--- src/rtl/min_sec_counter_ctrl.sv ---
// Stopwatch control: run/pause/clear FSM, seconds.hundredths counter,
// and a four-digit multiplexed display scanner with an on/off toggle.
module min_sec_counter_ctrl #(
    parameter int P_TICK_DIV = 1_000_000,
    parameter int P_SCAN_DIV = 100_000
) (
    input  logic       i_clk,
    input  logic       i_reset,
    input  logic       i_run_btn,
    input  logic       i_clear_btn,
    input  logic       i_onoff_btn,
    input  logic [3:0] i_digit3,
    input  logic [3:0] i_digit2,
    input  logic [3:0] i_digit1,
    input  logic [3:0] i_digit0,
    output logic [5:0] o_sec,
    output logic [6:0] o_csec,
    output logic [3:0] o_digit_sel,
    output logic [3:0] o_digit_val,
    output logic       o_running
);

    localparam int TW = (P_TICK_DIV > 2) ? $clog2(P_TICK_DIV) : 1;
    localparam int SW = (P_SCAN_DIV > 2) ? $clog2(P_SCAN_DIV) : 1;
    localparam logic [TW-1:0] TICK_LAST = TW'(P_TICK_DIV - 1);
    localparam logic [SW-1:0] SCAN_LAST = SW'(P_SCAN_DIV - 1);

    typedef enum logic [1:0] {
        S_IDLE,
        S_RUN,
        S_PAUSE
    } state_t;

    state_t        state;
    state_t        state_nxt;
    logic [TW-1:0] tick_cnt;
    logic          tick;
    logic [SW-1:0] scan_cnt;
    logic          scan_step;
    logic [1:0]    scan_idx;
    logic [1:0]    scan_idx_nxt;
    logic          disp_on;
    logic          disp_on_nxt;
    logic [3:0]    digit_mux;

    always_ff @(posedge i_clk or posedge i_reset) begin
        if (i_reset) begin
            state <= S_IDLE;
        end else begin
            state <= state_nxt;
        end
    end

    // Clear overrides any run/pause request in the same cycle.
    always_comb begin
        state_nxt = state;
        if (i_clear_btn) begin
            state_nxt = S_IDLE;
        end else if (i_run_btn) begin
            unique case (state)
                S_IDLE:  state_nxt = S_RUN;
                S_RUN:   state_nxt = S_PAUSE;
                S_PAUSE: state_nxt = S_RUN;
                default: state_nxt = S_IDLE;
            endcase
        end
    end

    assign tick = (state == S_RUN) && (tick_cnt == TICK_LAST);

    always_ff @(posedge i_clk or posedge i_reset) begin
        if (i_reset) begin
            tick_cnt <= '0;
        end else if (i_clear_btn) begin
            tick_cnt <= '0;
        end else if (state == S_RUN) begin
            tick_cnt <= tick ? '0 : tick_cnt + TW'(1);
        end
    end

    always_ff @(posedge i_clk or posedge i_reset) begin
        if (i_reset) begin
            o_sec  <= '0;
            o_csec <= '0;
        end else if (i_clear_btn) begin
            o_sec  <= '0;
            o_csec <= '0;
        end else if (tick) begin
            if (o_csec == 7'd99) begin
                o_csec <= '0;
                o_sec  <= (o_sec == 6'd59) ? 6'd0 : o_sec + 6'd1;
            end else begin
                o_csec <= o_csec + 7'd1;
            end
        end
    end

    always_ff @(posedge i_clk or posedge i_reset) begin
        if (i_reset) begin
            o_running <= 1'b0;
        end else begin
            o_running <= (state_nxt == S_RUN);
        end
    end

    assign scan_step    = (scan_cnt == SCAN_LAST);
    assign scan_idx_nxt = scan_step ? scan_idx + 2'd1 : scan_idx;
    assign disp_on_nxt  = disp_on ^ i_onoff_btn;

    always_comb begin
        digit_mux = i_digit0;
        unique case (scan_idx_nxt)
            2'd0: digit_mux = i_digit0;
            2'd1: digit_mux = i_digit1;
            2'd2: digit_mux = i_digit2;
            2'd3: digit_mux = i_digit3;
            default: digit_mux = i_digit0;
        endcase
    end

    always_ff @(posedge i_clk or posedge i_reset) begin
        if (i_reset) begin
            scan_cnt <= '0;
            scan_idx <= '0;
            disp_on  <= 1'b1;
        end else begin
            scan_cnt <= scan_step ? '0 : scan_cnt + SW'(1);
            scan_idx <= scan_idx_nxt;
            disp_on  <= disp_on_nxt;
        end
    end

    // Display outputs only move on a scan step or an on/off change.
    always_ff @(posedge i_clk or posedge i_reset) begin
        if (i_reset) begin
            o_digit_sel <= 4'b1110;
            o_digit_val <= 4'd0;
        end else if (scan_step || i_onoff_btn) begin
            if (disp_on_nxt) begin
                o_digit_sel <= ~(4'b0001 << scan_idx_nxt);
                o_digit_val <= digit_mux;
            end else begin
                o_digit_sel <= 4'b1111;
                o_digit_val <= 4'd0;
            end
        end
    end

endmodule

--- config.mk ---
export PLATFORM = sky130hd
export DESIGN_NAME = min_sec_counter_ctrl
export DESIGN_NICKNAME = d
export VERILOG_FILES = /design/src/rtl/min_sec_counter_ctrl.sv
export SDC_FILE = /design/constraint.sdc
export NUM_CORES = 1
export LEC_CHECK = 0
export ABC_AREA = 1
export CAP_MARGIN = 5
export CORE_AREA = 2 2 85 107
export CTS_CLUSTER_SIZE = 20
export DETAILED_ROUTE_END_ITERATION = 8
export DIE_AREA = 0 0 87 109
export PLACE_DENSITY = 0.74
export SLEW_MARGIN = 40
export SYNTH_ARGS = -nofsm -noshare
export SYNTH_HDL_FRONTEND = slang
export SYNTH_SLANG_ARGS = --single-unit
--- constraint.sdc ---
create_clock -name i_clk -period 2.1 [get_ports i_clk]
set_input_delay 0.21 -clock i_clk [delete_from_list [all_inputs] [get_ports i_clk]]
set_output_delay 0.21 -clock i_clk [all_outputs]
set_load 0.1 [all_outputs]
==> out/qor.yml <==
clock_latency_ps: 340
tns_ps: 0
cellPowerDensity_nw_per_um2: 683
numClockSinks: 64
avgSynthCellArea_um2: 7.72
drtIter0Drc: 169
routedWlPerCell_um: 12.5
slew_headroom_pct: 63.9
rr_endpoint: "o_digit_val[1]"
postRouteAntennaNets: 0
ios: 43
cts-resized-gates: 0
die_y_um: 109
status: "finished, final reports clean"
start_util_pct: 42.7
dr.pass1.iters: 4
cp_data_required_time_ps: 2330
hold_path_class: "primary input to async pin"
ys_top_cells_by_area: "dfrtp_1 41%, nand2_1 10%, inv_1 6.5%"
cp-startpoint: "scan_cnt[0]"
drv_slew: 0
postRouteWirelength_mm: 7.88
rr_startpoint: "scan_cnt[0]"
ir_drop_v: 0.000604
layout_setup_ws_ps: 297
cts_tree: "done"
routabilityCongestion: 0.888
critical_path_class: "flop to flop"
cts_max_path_buffers: 2
drive_above_1_share_pct: 13.6
ys_ff_latch: 64
cp.arrival_ps: 2040
clockRootBuffer: "clkbuf_8"
synth_cell_types: 39
utilization_pct: 51.0
ys_seq_area_share_pct: 44.2
antenna_found_initial: 0
ys_warn_count: 0
r2r_cells: 10
cp-endpoint: "o_digit_val[1]"
portBuffers: 42
grt_first_pass_wirelength_mm: 13.6
yosysTopAreaCell: "dfrtp_1"
area_growth_pct: 19.3
vias: 3278
finalNetCount: 550
drc: 0
finalPower_uw: 2960
grt-ovfl-total: 0
synth_area_um2: 3630
synth_cells: 471
cts_setup_buffers: 0
place_ws_ps: 236
finalHoldViolations: 0
cts_inserted_buffers: 9
grt_pass1_vias: 3255
netlist.area_leader.share_pct: 41.3
worst-path-max-fanout: 7
min_period_ps: 1800
finalCritPeriodShare_pct: 85.8
cts-hold-fix-buffers: 0
rsz0062_at_grt: "no"
fmax_mhz: 555
die_w_um: 87
max_cap_violations: 0
cp-end-kind: "flop"
h-tree-depth: 3
hpwl_mm: 5.91
clk_pin_slew_ps: 70
diodes: 0
grt_max_degree: 37
setup_viol: 0
synth_nets: 496
tightest_slew_ps: 538
dieArea_um2: 9480
grt_use_total_pct: 18.0
p_leak_uw: 0.00206
coreArea_um2: 8510
startpoint_type: "flop"
via_per_inst: 5.20
reg2reg_slack_ps: 300
skew_ps: 12.8
rows: 38
==> area by class of cell <==
type,instances,area [µm²]
fillers,813,4170
clock inverters,3,17.5
inverters,70,263
clock buffers,13,159
multi-input cells,331,1730
flip-flops and latches,64,1610
well taps,100,125
repair buffers,49,430
==> routing by layer <==
layer  track usage (%)  wire [µm]
met5                 0          0
met4              8.37        143
met3              4.09        365
met2              33.2       4160
met1              19.2       3200
==> registers in the layout, summed over array words and instances (netlist names) <==
signal       count
disp_on          1
o_running        1
scan_cnt        17
o_digit_sel      4
o_digit_val      4
scan_idx         2
tick_cnt        20
o_csec           7
o_sec            6
state            2
==> where the power goes <==
part / total (µW) / internal (µW) / leakage, µW / switching, µW
combinational: 655 / 162 / 0.00112 / 492
clock: 969 / 490 / 0.0000894 / 479
sequential: 1340 / 1300 / 0.000848 / 40.6
total: 2960 / 1950 / 0.00206 / 1010
==> synth_stat cells (all sizes together) <==
master,count
o31ai,1
nand3,40
a22o,1
xnor2,6
nor2,64
dfrtp,60
a31oi,6
o211ai,2
and3,2
clkinv,1
xor2,11
inv,69
nand2,104
or2,1
ha,4
dfstp,4
nor3b,4
a211oi,1
o21a,1
nor3,26
nand3b,6
a21oi,11
nor4,5
buf,4
o21ai,18
clkbuf,2
nand4,17
==> critical path, stage by stage (launching register included) <==
cell and delay (ps):
dfrtp_1 360, ha_1 230, nand3_4 130, nor2_1 290, nand4_1 130, nand2_1 220, nand3b_1 120, nand2_1 70
inv_1 40, nand2_1 60, nand2_1 50
==> worst min-delay path by stage <==
| stage | depth (start not counted) | slack [ps] | endpoint | startpoint |
|---|---|---|---|---|
| after CTS | 2 | 150 | scan_cnt[1] | i_reset |
| final | 2 | 150 | scan_idx[1] | i_reset |
| after floorplan | 1 | 280 | o_running | i_clear_btn |
| after detailed placement | 2 | 470 | o_digit_val[0] | o_digit_val[0] |
| after global routing | 2 | 170 | o_digit_val[2] | i_reset |
| after global placement | 2 | 470 | o_digit_val[1] | o_digit_val[1] |
==> through the flow <==
stage | cells | hold slack, ps | area, µm²
2_1_floorplan | 471 | 281 | 3640
3_3_place_gp | 614 | 469 | 4160
3_5_place_dp | 614 | 472 | 4160
4_1_cts | 630 | 151 | 4340
5_1_grt | 630 | 166 | 4340
6_report | 630 | 152 | 4340
==> cell families (layout without fill, tap and decap cells) <==
logic type / Yosys count / in the layout / synth area share, %
xor+xnor: 17 / 17 / 4.10
simple gates: 269 / 269 / 35.9
fa+ha+maj: 4 / 4 / 1.38
compound gates: 41 / 41 / 6.30
buf+inv: 76 / 135 / 8.12
flops: 64 / 64 / 44.2
==> layout by cell type (no fill, tap or decap), types with 3 or more instances in the layout <==
cell,netlist,routed
nand3b_1,6,6
xnor2_1,6,6
nand3_4,3,3
nor2_1,57,57
dfrtp_1,60,58
nor2_2,4,4
nor3b_1,4,4
nand4_1,17,17
inv_2,6,7
inv_1,63,62
clkdlybuf4s50_1,0,20
nor3_1,25,25
a21oi_1,11,11
nor4_1,5,5
clkbuf_8,0,11
a31oi_1,6,6
xor2_1,11,11
nand2_1,100,100
nand3_1,37,37
buf_4,0,28
ha_1,4,4
o21ai_0,16,16
dfstp_2,4,4
(Power assumes the default switching activity.)
